File: src/rtl/rob_pkg.sv
// Shared types and default sizing for the reorder buffer.
package rob_pkg;

  localparam int TAG_W = 6;
  localparam int DEPTH = 16;

  typedef struct packed {
    logic             valid;
    logic             done;
    logic [TAG_W-1:0] new_tag;
    logic [TAG_W-1:0] old_tag;
  } rob_entry_t;

endpackage

File: src/rtl/rob_retire_select.sv
// Picks up to two in-order retirees from the head of the reorder buffer.
// ROB_DUAL_RETIRE_EN enables the second retirement slot; otherwise it is tied off.
module rob_retire_select
  import rob_pkg::*;
(
  input  rob_entry_t       i_head,
  input  rob_entry_t       i_next,
  output logic             o_r0,
  output logic             o_r1,
  output logic [TAG_W-1:0] o_old_1,
  output logic [TAG_W-1:0] o_old_2
);

  logic w_unused;

  assign o_r0    = i_head.valid & i_head.done;
  assign o_old_1 = o_r0 ? i_head.old_tag : '0;

`ifdef ROB_DUAL_RETIRE_EN
  // The second slot may only retire behind a retiring head, keeping program order.
  assign o_r1     = o_r0 & i_next.valid & i_next.done;
  assign o_old_2  = o_r1 ? i_next.old_tag : '0;
  assign w_unused = ^{i_head.new_tag, i_next.new_tag};
`else
  assign o_r1     = 1'b0;
  assign o_old_2  = '0;
  assign w_unused = ^{i_head.new_tag, i_next};
`endif

endmodule

File: src/rtl/reorder_buffer.sv
// In-order retirement buffer: allocate at tail, complete by index, retire done entries from head.
// Retirement width is set by ROB_DUAL_RETIRE_EN (two per cycle when defined, one otherwise).
module reorder_buffer #(
  parameter int DEPTH = rob_pkg::DEPTH,
  parameter int TAG_W = rob_pkg::TAG_W,
  parameter int IDX_W = $clog2(DEPTH)
) (
  input  logic             clk,
  input  logic             reset,
  input  logic             alloc_valid,
  input  logic [TAG_W-1:0] alloc_new_tag,
  input  logic [TAG_W-1:0] alloc_old_tag,
  output logic [IDX_W-1:0] alloc_idx,
  output logic             full,
  output logic             empty,
  input  logic             complete_valid_a,
  input  logic             complete_valid_b,
  input  logic [IDX_W-1:0] complete_idx_a,
  input  logic [IDX_W-1:0] complete_idx_b,
  output logic [TAG_W-1:0] freed_tag_1,
  output logic [TAG_W-1:0] freed_tag_2,
  output logic [1:0]       retire_count,
  output logic             error
);

  import rob_pkg::*;

  localparam int CNT_W = $clog2(DEPTH + 1);

  rob_entry_t       r_rob [DEPTH];
  logic [IDX_W-1:0] r_head;
  logic [IDX_W-1:0] r_tail;
  logic [CNT_W-1:0] r_count;
  logic [TAG_W-1:0] r_freed_1;
  logic [TAG_W-1:0] r_freed_2;
  logic [1:0]       r_retire_count;
  logic             r_error;

  logic             w_full;
  logic             w_alloc_ok;
  logic             w_same_idx;
  logic             w_a_ok;
  logic             w_b_ok;
  logic             w_a_bad;
  logic             w_b_bad;
  logic             w_r0;
  logic             w_r1;
  logic [1:0]       w_retired;
  logic [IDX_W-1:0] w_next_idx;
  logic [TAG_W-1:0] w_old_1;
  logic [TAG_W-1:0] w_old_2;

  assign w_full     = (r_count == CNT_W'(DEPTH));
  assign w_alloc_ok = alloc_valid & ~w_full;
  assign w_next_idx = r_head + IDX_W'(1);

  // A doubly-named index is ambiguous, so neither port is allowed to touch it.
  assign w_same_idx = complete_valid_a & complete_valid_b & (complete_idx_a == complete_idx_b);
  assign w_a_ok     = complete_valid_a & r_rob[complete_idx_a].valid
                    & ~r_rob[complete_idx_a].done & ~w_same_idx;
  assign w_b_ok     = complete_valid_b & r_rob[complete_idx_b].valid
                    & ~r_rob[complete_idx_b].done & ~w_same_idx;
  assign w_a_bad    = complete_valid_a & ~w_a_ok;
  assign w_b_bad    = complete_valid_b & ~w_b_ok;

  rob_retire_select u_select (
    .i_head  (r_rob[r_head]),
    .i_next  (r_rob[w_next_idx]),
    .o_r0    (w_r0),
    .o_r1    (w_r1),
    .o_old_1 (w_old_1),
    .o_old_2 (w_old_2)
  );

  assign w_retired = {1'b0, w_r0} + {1'b0, w_r1};

  always_ff @(posedge clk or negedge reset) begin
    if (!reset) begin
      r_head         <= '0;
      r_tail         <= '0;
      r_count        <= '0;
      r_freed_1      <= '0;
      r_freed_2      <= '0;
      r_retire_count <= '0;
      r_error        <= 1'b0;
      for (int i = 0; i < DEPTH; i++) begin
        r_rob[i] <= '0;
      end
    end else begin
      if (w_r0) r_rob[r_head]     <= '0;
      if (w_r1) r_rob[w_next_idx] <= '0;
      // Retiring entries are already done, so a legal completion never hits them.
      if (w_a_ok) r_rob[complete_idx_a].done <= 1'b1;
      if (w_b_ok) r_rob[complete_idx_b].done <= 1'b1;
      if (w_alloc_ok) begin
        r_rob[r_tail] <= '{valid: 1'b1, done: 1'b0,
                           new_tag: alloc_new_tag, old_tag: alloc_old_tag};
      end
      r_head         <= r_head + IDX_W'(w_retired);
      r_tail         <= r_tail + IDX_W'(w_alloc_ok);
      r_count        <= r_count + CNT_W'(w_alloc_ok) - CNT_W'(w_retired);
      r_freed_1      <= w_old_1;
      r_freed_2      <= w_old_2;
      r_retire_count <= w_retired;
      r_error        <= r_error | (alloc_valid & w_full) | w_a_bad | w_b_bad;
    end
  end

  assign alloc_idx    = r_tail;
  assign full         = w_full;
  assign empty        = (r_count == '0);
  assign freed_tag_1  = r_freed_1;
  assign freed_tag_2  = r_freed_2;
  assign retire_count = r_retire_count;
  assign error        = r_error;

endmodule

File: config.mk
export PLATFORM = sky130hd
export DESIGN_NAME = reorder_buffer
export DESIGN_NICKNAME = d
export VERILOG_FILES = /design/src/rtl/rob_pkg.sv /design/src/rtl/rob_retire_select.sv /design/src/rtl/reorder_buffer.sv
export SDC_FILE = /design/constraint.sdc
export NUM_CORES = 1
export LEC_CHECK = 0
export ABC_CLOCK_PERIOD_IN_PS = 5100
export BUFFER_PORTS_ARGS = -buffer_cell sky130_fd_sc_hd__buf_2
export CAP_MARGIN = 20
export CORE_MARGIN = 5
export CORE_UTILIZATION = 50
export CTS_BUF_LIST = sky130_fd_sc_hd__clkbuf_4 sky130_fd_sc_hd__clkbuf_8
export DETAILED_ROUTE_END_ITERATION = 12
export GPL_ROUTABILITY_DRIVEN = 0
export MAX_ROUTING_LAYER = met4
export PLACE_DENSITY = 0.67
export SLEW_MARGIN = 20
export SYNTH_ARGS = -nofsm -noshare
export SYNTH_HDL_FRONTEND = slang
export SYNTH_SLANG_ARGS = --single-unit
File: constraint.sdc
create_clock -name clk -period 5.1 [get_ports clk]
set_input_delay 0.765 -clock clk [delete_from_list [all_inputs] [get_ports clk]]
set_output_delay 0.765 -clock clk [all_outputs]
set_load 0.01 [all_outputs]
==> run summary, run 1 <==
CP endpoint kind -> flip-flop
first-pass GRT wire length -> 34,000 µm
CTS Sinks -> 149
GRT met2 Usage -> 0.373
post-CTS setup buffer count -> 0
IO Port Bufs -> 32
fin worst setup slack -> 1630 ps
GR peak layer -> met2
die area -> 18,400 µm²
via total after detailed routing -> 6,260
Starting DRT DRC Count -> 767
Worst-path clk slew -> 80 ps
M1 GR Usage -> 0.338
Pins Over Slew Limit -> 0
dpl ws -> 1720 ps
fmax -> 289 MHz
Sequential Power Share -> 0.419
asr flop ratio synth -> 1.00
Switching Fraction -> 0.379
Clk network pwr share -> 0.181
CTS Buf Count -> 17
syn_area_per_cell -> 10.1 µm²
wirelength, routed -> 21,000 µm
initial antenna violation count -> 0
Setup-failing EPs final -> 0
Seq/Total Area, Yosys -> 0.472
vias in the first global route -> 6,065
unique cell type count in the Yosys netlist -> 52
Post-synth EDFFs -> 0
most frequent cell on the critical path -> inv_1
M3 GR Usage -> 0.0483
fin crit share -> 0.680
CP Max Fanout -> 27
Critical Path Stages -> 15
r2r worst-path depth -> 15
Cell Chain, Critical Path -> o21ai_0 -> mux4_2 -> mux2i_1 -> buf_4 -> inv_1 -> ha_1 -> inv_1 -> ha_1 -> inv_1 -> fa_1 -> inv_1 -> a21oi_1 -> nor2_1 -> nor2_1 -> xnor2_1
clk buf depth -> 2
Vias/cell -> 6.17
Mapped Area -> 7900 µm²
core box area -> 15,700 µm²
Yosys reg bits -> 149
post-cts sizing count -> 0
Fillers -> 1,363
CP required -> 5440 ps
later-pin clock latency in the skew report -> 460 ps
internal power -> 0.00331 W
yosys synthesis warning count -> 0
static leakage -> 3.68 nW
switching pwr -> 0.00202 W
post-route DRC violation count -> 0
crit-path leading delay family -> adder cells
hpwl dp -> 14,600 µm
Nets -> 822
ratio of cells with drive above 1 in the final layout -> 0.160
# rows -> 46
Setup Skew -> 11.6 ps
Ports -> 46
n_diodes -> 0
WP buf/inv -> 5
hold crit path type -> in -> async
hold_buf cts -> 0
CTS H-tree depth -> 4
GRT Util Overall -> 0.246
ys flop type -> dfrtp_1
root buf cell -> clkbuf_8
status -> finished clean
Final TNS setup -> 0 ps
Routed Antenna Nets -> 0
RSZ-0062 raised after global routing -> no
Critical Path Start Type -> flip-flop
Layout area overhead -> 8.71%
VDD IR-drop max -> 0.327 mV
die span in x -> 136 µm
CP max-delay cell -> dfrtp_2
max_cap viols -> 0
Slew HR -> 0.307
Synth top area share -> 0.472
final hold vios -> 0
fin crit period -> 3470 ps
largest net degree at the start of global routing -> 114
DR WL/cell -> 20.7 µm
CTS tree -> done
synth top area cells -> dfrtp_1 47%, mux4_2 13%, nand2_1 9.3%
Slew @ Worst Pin -> 1040 ps
Die Ht -> 136 µm
area leader, netlist -> dfrtp_1
Logic pwr share -> 0.399
Initial Util -> 0.503
worst path arrival time -> 3810 ps
most common cell after layout, fill and taps aside -> nand2_1
Post-Synthesis Cells -> 778
TritonRoute pass-1 iters -> 5
critical path type -> reg -> reg
CP peak stage delay -> 660 ps
most frequent cells in the layout -> 196 x nand2_1, 147 x dfrtp_1, 56 x o21ai_0
PwrDens -> 621 nW/µm²
grt ovf -> 0
## logic make-up (layout without fill, tap and decap cells)
group	after synthesis	in the layout	synth area share
buf+inv	77	92	0.0421
flops	149	149	0.472
xor+xnor	12	12	0.0133
mux	54	54	0.146
compound gates	163	163	0.127
simple gates	311	311	0.180
other cells	1	7	0.000475
fa+ha+maj	11	11	0.0184
## synthesized netlist by cell type (all sizes together), types with 2 or more instances
| cell | number |
|---|---|
| dfrtp | 149 |
| nand2b | 10 |
| a21oi | 14 |
| nor2b | 15 |
| mux2i | 3 |
| nor4b | 4 |
| o211ai | 2 |
| nor2 | 21 |
| a2111oi | 2 |
| nand4b | 11 |
| nor3b | 2 |
| nor3 | 6 |
| nand4 | 12 |
| nand3 | 25 |
| nand2 | 196 |
| a21o | 17 |
| xor2 | 6 |
| ha | 10 |
| xnor2 | 6 |
| clkbuf | 35 |
| buf | 23 |
| mux2 | 3 |
| inv | 18 |
| a22o | 6 |
| mux4 | 48 |
| a31oi | 6 |
| o21ai | 98 |
| a32oi | 12 |
| and2 | 4 |
## area by class of cell
cell class,count,area [µm²],area share
flip-flops and latches,149,3730,0.435
repair buffers,41,236,0.0275
clock buffers,21,270,0.0315
well taps,216,270,0.0315
multi-input cells,558,3860,0.449
clock inverters,11,148,0.0172
inverters,19,71.3,0.00831
## sequential cells by signal, indices dropped and copies added, names as in the netlist
signal	count
error	1
freed_tag_1	6
retire_count	1
alloc_idx	4
r_count	5
r_rob	128
r_head	4
## power by group through the flow
stage	sequential [W]	combinational, W	clock (W)
2_1_floorplan	0.00202	0.00169	0
3_3_place_gp	0.00219	0.00204	0
3_5_place_dp	0.00223	0.00212	0
4_1_cts	0.00221	0.00213	0.000983
5_1_grt	0.00229	0.00236	0.00103
6_report	0.00224	0.00213	0.000967
## worst reg2reg max path, cell delays in order (launching register included)
cell and delay (ps):
dfrtp_2 660, o21ai_0 290, mux4_2 550, mux2i_1 140, buf_4 200, inv_1 130
ha_1 290, inv_1 60, ha_1 160, inv_1 60, fa_1 430, inv_1 80
a21oi_1 60, nor2_1 80, nor2_1 50, xnor2_1 110
## routing by layer
layer,vias to the layer above,share of wire
met1,3124,0.43
li1,2771,-
met5,-,0
met3,45,0.079
met4,0,0.022
met2,320,0.47
## through the flow
stage	power (W)	cell area, µm²	utilization	std cells	hold WS, ps
floorplan	0.00371	7920	-	784	461
global placement	0.00423	8160	0.520	983	478
detailed placement	0.00435	8160	0.520	983	491
CTS	0.00532	8580	0.546	1015	494
global route	0.00569	8580	0.546	1015	471
finish	0.00533	8580	0.546	1015	418
## worst paths after layout
path | slack (ps) | endpoint | startpoint
worst max-delay path | 1630 | r_count[4] | r_head[1]
worst min-delay path | 420 | r_rob[222] | reset
worst max register to register | 1630 | r_count[4] | r_head[1]
worst min register to register | 520 | r_rob[116] | r_rob[116]
max in group asynchronous | 3590 | r_count[3] | reset
min in group clk | 520 | r_rob[116] | r_rob[116]
Power figures use the tool's default switching activity.
==> run 2: changes to the inputs <==
--- a/config.mk
+++ b/config.mk
@@ -5,7 +5,7 @@
 export SDC_FILE = /design/constraint.sdc
 export NUM_CORES = 1
 export LEC_CHECK = 0
-export ABC_CLOCK_PERIOD_IN_PS = 5100
+export ABC_CLOCK_PERIOD_IN_PS = 3100
 export BUFFER_PORTS_ARGS = -buffer_cell sky130_fd_sc_hd__buf_2
 export CAP_MARGIN = 20
 export CORE_MARGIN = 5
@@ -14,7 +14,7 @@
 export DETAILED_ROUTE_END_ITERATION = 12
 export GPL_ROUTABILITY_DRIVEN = 0
 export MAX_ROUTING_LAYER = met4
-export PLACE_DENSITY = 0.67
+export PLACE_DENSITY = 0.7
 export SLEW_MARGIN = 20
 export SYNTH_ARGS = -nofsm -noshare
 export SYNTH_HDL_FRONTEND = slang
==> constraint.sdc (replaced) <==
create_clock -name clk -period 3.1 [get_ports clk]
set_input_delay 0.465 -clock clk [delete_from_list [all_inputs] [get_ports clk]]
set_output_delay 0.465 -clock clk [all_outputs]
set_load 0.01 [all_outputs]
==> run 2 against run 1 <==
First-iteration DRC count rose by 10%. Critical path depth decreased by 1. Count of clock-buffer cells in the layout is 2 lower. Sequential cell count stayed put. Sequential power is 60% higher. Non-clock buffer count is 25 higher. Sequential share of layout area fell by 1.3 points. Critical endpoint is now r_count[2]. Largest cell class unchanged.
==> run summary, run 2 (synthesized netlist as in run 1, its figures left out) <==
CP Max Fanout -> 6 (-78%)
max_cap viols -> 0 (unchanged)
Largest Register -> r_rob
clk buf depth -> 2 (unchanged)
hold crit path type -> in -> async
fin crit period -> 2980 ps (-489 ps)
core box area -> 15,700 µm² (unchanged)
PwrDens -> 1040 nW/µm² (+67%)
Hold Slack -> 42.2 ps (-375 ps)
Routed Antenna Nets -> 0 (unchanged)
DR top layer -> met4
Finished Layout Cells -> 1,040 (+2.5%)
root buf cell -> clkbuf_8
Worst Setup EP -> r_count[2]
critical path type -> reg -> reg
Worst-path clk slew -> 80 ps (about the same)
n_diodes -> 0 (unchanged)
Critical R2R Launch -> r_head[1]
die span in x -> 136 µm (unchanged)
CTS Buf Count -> 17 (unchanged)
Reg area -> 3730 µm² (about the same)
Slew HR -> 0.434 (+0.127)
fmax -> 336 MHz (+16%)
initial antenna violation count -> 0 (unchanged)
final hold vios -> 0 (unchanged)
first-pass GRT wire length -> 35,200 µm (+3.6%)
register-to-register setup slack -> 120 ps (-1510 ps)
hold_buf cts -> 0 (unchanged)
Nets -> 847 (+3.0%)
placed cells -> 1,003 (+2.0%)
Layout area overhead -> 12.2%
CP required -> 3440 ps (-2000 ps)
static leakage -> 3.81 nW (+3.6%)
Final TNS setup -> 0 ps (unchanged)
fin worst setup slack -> 123 ps (-1510 ps)
Slew @ Worst Pin -> 846 ps (-190 ps)
Setup Skew -> 18.2 ps (+6.58 ps)
vias in the first global route -> 6,533 (+7.7%)
VDD IR-drop max -> 0.649 mV (+99%)
via total after detailed routing -> 6,458 (+3.2%)
Vias/cell -> 6.21 (+0.68%)
DR WL/cell -> 21.1 µm (+2.0%)
r2r worst-path depth -> 14 (-1)
Starting DRT DRC Count -> 845 (+10%)
Die Ht -> 136 µm (unchanged)
CTS H-tree depth -> 4 (unchanged)
# rows -> 46 (unchanged)
Critical Path Start Type -> flip-flop
Setup-failing EPs final -> 0 (unchanged)
ratio of cells with drive above 1 in the final layout -> 0.199 (+0.0388)
grt ovf -> 0 (unchanged)
worst path arrival time -> 3320 ps (-490 ps)
GRT Util Overall -> 0.255 (+0.00990)
Ports -> 46 (unchanged)
post-route DRC violation count -> 0 (unchanged)
Initial Util -> 0.503 (unchanged)
CTS Sinks -> 149 (unchanged)
CP Launch Point -> r_head[1]
CP endpoint kind -> flip-flop
met2 WL -> 10,500 µm (+5.7%)
CTS tree -> done
die area -> 18,400 µm² (unchanged)
most frequent cells in the layout -> 196 x nand2_1, 147 x dfrtp_1, 49 x o21ai_0
largest net degree at the start of global routing -> 80 (-30%)
TritonRoute pass-1 iters -> 5 (unchanged)
IO Port Bufs -> 32 (unchanged)
wirelength, routed -> 21,900 µm (+4.5%)
fin crit share -> 0.960 (+0.281)
status -> finished clean
most common cell after layout, fill and taps aside -> nand2_1
Pins Over Slew Limit -> 0 (unchanged)
later-pin clock latency in the skew report -> 470 ps (about the same)
metal3 WL -> 2050 µm (+24%)
Worst R2R End -> r_count[2]
met1 wire length -> 8610 µm (-3.6%)
Fillers -> 1,329 (-2.5%)
area of the multi-input gates -> 3900 µm² (+1.2%)
hpwl dp -> 15,300 µm (+4.3%)
share of the core filled with cells -> 0.564 (+0.0177)
max FFs per register -> 128 (unchanged)
dpl ws -> -43.7 ps (-1760 ps)
run 2: layout make-up:
type	count	area share
repair buffers	66	0.0508
inverters	19	0.00805
flip-flops and latches	149	0.421
clock buffers	19	0.0295
well taps	216	0.0305
multi-input cells	558	0.440
clock inverters	13	0.0195
run 2: stage by stage:
step	area [µm²]	total power (W)
final	8860	0.00921
after global routing	8860	0.00976
after CTS	8810	0.00906
after detailed placement	8330	0.00734
after global placement	8330	0.00709
after floorplan	7930	0.00612
run 2: power by group:
part / switching (W) / internal (W) / leakage [nW]
clock: 0.000785 / 0.000848 / 0.205
sequential: 0.000730 / 0.00286 / 1.81
combinational: 0.00201 / 0.00197 / 1.79
run 2: worst min-delay path by stage:
| stage | end | slack, ps | cells after the start |
|---|---|---|---|
| after detailed placement | r_rob[117] | 490 | 1 |
| after global placement | r_rob[113] | 480 | 1 |
| after CTS | r_rob[184] | 50 | 1 |
| after floorplan | alloc_idx[0] | 170 | 0 |
| final | freed_tag_1[4] | 40 | 1 |
| after global routing | r_rob[44] | 100 | 1 |
run 2: repair_timing:
| action | in CTS | in global routing |
|---|---|---|
| gates resized for setup | 3 | 18 |
| endpoints found under the setup margin | 1 | 2 |
| setup buffers | 3 | 2 |
| pin swaps | 0 | 2 |
run 2: layer usage:
layer	vias to the layer above	GRT usage
met1	3168	0.330
li1	2816	-
met5	-	-
met2	395	0.392
met4	0	0.105
met3	79	0.0598
run 2: critical path, stage by stage, from the launching register on:
cell     delay, ps
dfrtp_4        510
buf_6          160
nand3_1        110
o21ai_2         70
mux4_2         490
mux2i_4        200
inv_2           70
ha_1           280
inv_1           60
ha_2           170
inv_1           60
fa_2           330
buf_4          140
buf_4          120
xnor2_1        110
==> run 3: changes to the inputs <==
--- a/config.mk
+++ b/config.mk
@@ -5,12 +5,13 @@
 export SDC_FILE = /design/constraint.sdc
 export NUM_CORES = 1
 export LEC_CHECK = 0
+export ABC_AREA = 1
 export ABC_CLOCK_PERIOD_IN_PS = 3100
 export BUFFER_PORTS_ARGS = -buffer_cell sky130_fd_sc_hd__buf_2
 export CAP_MARGIN = 20
 export CORE_MARGIN = 5
 export CORE_UTILIZATION = 50
-export CTS_BUF_LIST = sky130_fd_sc_hd__clkbuf_4 sky130_fd_sc_hd__clkbuf_8
+export CTS_BUF_LIST = sky130_fd_sc_hd__clkbuf_8 sky130_fd_sc_hd__clkbuf_16
 export DETAILED_ROUTE_END_ITERATION = 12
 export GPL_ROUTABILITY_DRIVEN = 0
 export MAX_ROUTING_LAYER = met4
==> run 3 against run 2 <==
Combinational power rose by 1%. Via count grew 16%. Sequential cell count unchanged. Worst setup slack gained 190 ps. Core utilization is 0.63 points higher. Clock power grew 36%. Sequential power shrank 5%. Synthesized cell count increased by 39%. Synthesized area rose by 3.6%. Global-route usage grew 0.64 points. Critical path type unchanged. Largest power group unchanged.
==> run summary, run 3 <==
hold_buf cts -> 0 (unchanged)
Setup-failing EPs final -> 0 (unchanged)
post-cts sizing count -> 0 (-3)
Nets -> 1,137 (+34%)
IO Port Bufs -> 32 (unchanged)
VDD IR-drop max -> 0.863 mV (+33%)
Post-synth EDFFs -> 0 (unchanged)
area leader, netlist -> dfrtp_1
RSZ-0062 raised after global routing -> no
Setup Skew -> 11.1 ps (-7.10 ps)
max_cap viols -> 0 (unchanged)
unique cell type count in the Yosys netlist -> 29 (-44%)
syn_area_per_cell -> 7.55 µm² (-26%)
grt ovf -> 0 (unchanged)
asr flop ratio synth -> 1.00 (unchanged)
post-route DRC violation count -> 0 (unchanged)
CTS H-tree depth -> 4 (unchanged)
max FFs per register -> 128 (unchanged)
Routed Antenna Nets -> 0 (unchanged)
static leakage -> 4.51 nW (+18%)
CP endpoint kind -> flip-flop
Vias/cell -> 5.65 (-9.0%)
wirelength, routed -> 23,100 µm (+5.5%)
core box area -> 15,900 µm² (+1.5%)
Reg area -> 3730 µm² (-0.13%)
most common cell after layout, fill and taps aside -> nand2_1
area of the multi-input gates -> 3840 µm² (-1.5%)
fmax -> 359 MHz (+6.8%)
Mapped Area -> 8180 µm² (+3.6%)
post-CTS setup buffer count -> 0 (-3)
Slew HR -> 0.475 (+0.0414)
yosys synthesis warning count -> 0 (unchanged)
die span in x -> 138 µm (+1.7%)
Critical Path Start Type -> flip-flop
final hold vios -> 0 (unchanged)
Initial Util -> 0.513 (+0.0106)
fin crit period -> 2790 ps (-189 ps)
DR WL/cell -> 17.4 µm (-17%)
fin crit share -> 0.899 (-0.0611)
n_diodes -> 0 (unchanged)
most common library cells after synthesis -> 294 x nand2_1, 149 x dfrtp_1, 142 x o21ai_0, 123 x nor2_1, 112 x nand3_1
synth top area cells -> dfrtp_1 46%, nand2_1 13%, o21ai_0 8.7%
Seq/Total Area, Yosys -> 0.456 (-0.0164)
critical path type -> reg -> reg
# rows -> 46 (unchanged)
CTS Buf Count -> 17 (unchanged)
Fillers -> 1,505 (+13%)
Post-Synthesis Cells -> 1,083 (+39%)
count leader, synth -> nand2_1
largest net degree at the start of global routing -> 74 (-7.5%)
TritonRoute pass-1 iters -> 5 (unchanged)
Ports -> 46 (unchanged)
Slew @ Worst Pin -> 785 ps (-60.9 ps)
Final TNS setup -> 0 ps (unchanged)
via total after detailed routing -> 7,519 (+16%)
Largest Register -> r_rob
hold crit path type -> in -> async
ys flop type -> dfrtp_1
die area -> 19,000 µm² (+3.3%)
CTS Sinks -> 149 (unchanged)
ratio of cells with drive above 1 in the final layout -> 0.0943 (-0.105)
Layout area overhead -> 11.2%
Worst-path clk slew -> 60 ps (-20 ps)
Hold Slack -> 48.0 ps (+5.78 ps)
hpwl dp -> 16,100 µm (+5.7%)
Yosys reg bits -> 149 (unchanged)
initial antenna violation count -> 0 (unchanged)
vias in the first global route -> 6,887 (+5.4%)
first-pass GRT wire length -> 37,100 µm (+5.4%)
Starting DRT DRC Count -> 653 (-23%)
Die Ht -> 138 µm (+1.7%)
Synth top area share -> 0.456 (-0.0164)
later-pin clock latency in the skew report -> 440 ps (-30 ps)
Pins Over Slew Limit -> 0 (unchanged)
clk buf depth -> 2 (unchanged)
CP required -> 3460 ps (+20 ps)
GRT Util Overall -> 0.262 (+0.00638)
PwrDens -> 1060 nW/µm² (+2.3%)
worst path arrival time -> 3140 ps (-180 ps)
CP Max Fanout -> 15 (+9)
most frequent cells in the layout -> 294 x nand2_1, 149 x dfrtp_1, 142 x o21ai_0
root buf cell -> clkbuf_16
CTS tree -> done
status -> finished clean
==> run 3: layout make-up <==
| class | instances | share of cell area |
|---|---|---|
| multi-input combinational | 800 | 0.423 |
| timing repair buffer | 48 | 0.0329 |
| clock inverter | 13 | 0.0198 |
| sequential | 149 | 0.410 |
| inverter | 85 | 0.0351 |
| clock buffer | 19 | 0.0498 |
| tap | 216 | 0.0297 |
==> run 3: worst paths after layout <==
check,startpoint,to,slack (ps),depth (start not counted)
max,r_head[0],r_count[4],310,18
min,reset,r_count[4],50,1
max reg2reg,r_head[0],r_count[4],310,18
min reg2reg,error,error,480,2
max in group asynchronous,reset,r_rob[17],2300,2
min in group clk,alloc_valid,error,280,3
==> run 3: power by group <==
group / switching, W / leakage, nW / total, W / internal, W
clock network: 0.000838 / 0.311 / 0.00222 / 0.00139
logic: 0.00264 / 2.33 / 0.00403 / 0.00138
registers: 0.000618 / 1.87 / 0.00341 / 0.00280
total: 0.00410 / 4.51 / 0.00967 / 0.00557
==> run 3: stage by stage <==
step,area [µm²],cells,utilization,total power (W),setup slack (ps)
6_report,9090,1330,0.570,0.00967,312
5_1_grt,9090,1330,0.570,0.0104,75.6
4_1_cts,9090,1330,0.570,0.00962,316
3_5_place_dp,8460,1298,0.531,0.00739,358
3_3_place_gp,8460,1298,0.531,0.00726,387
2_1_floorplan,8200,1089,-,0.00630,313
==> run 3: critical path, stage by stage (launching register included) <==
cell and delay, ps:
dfrtp_1 400, inv_2 220, nand2_1 100, nand2_1 80, nand2_1 50, nand2_1 70
nand2_1 50, nand2_1 90, inv_2 50, nand2_4 60, nand2_1 90, inv_1 130
ha_1 240, inv_1 50, ha_1 140, inv_1 60, fa_1 430, o21ai_0 240
xor2_1 160
==> run 3: kinds of logic after synthesis <==
group	after synthesis	synth area share
AOI/OAI and AO/OA	200	0.132
xor gates and xnor gates	8	0.00857
adders and majority gates	11	0.0177
buffers and inverters	140	0.0772
DFF	149	0.456
other	1	0.000458
and+or+nand+nor	574	0.309
==> run 3: routing by layer <==
| metal | share of wire | track usage |
|---|---|---|
| met1 | 0.46 | 0.376 |
| met2 | 0.45 | 0.382 |
| met3 | 0.067 | 0.0479 |
| met4 | 0.019 | 0.0763 |
| met5 | 0 | - |
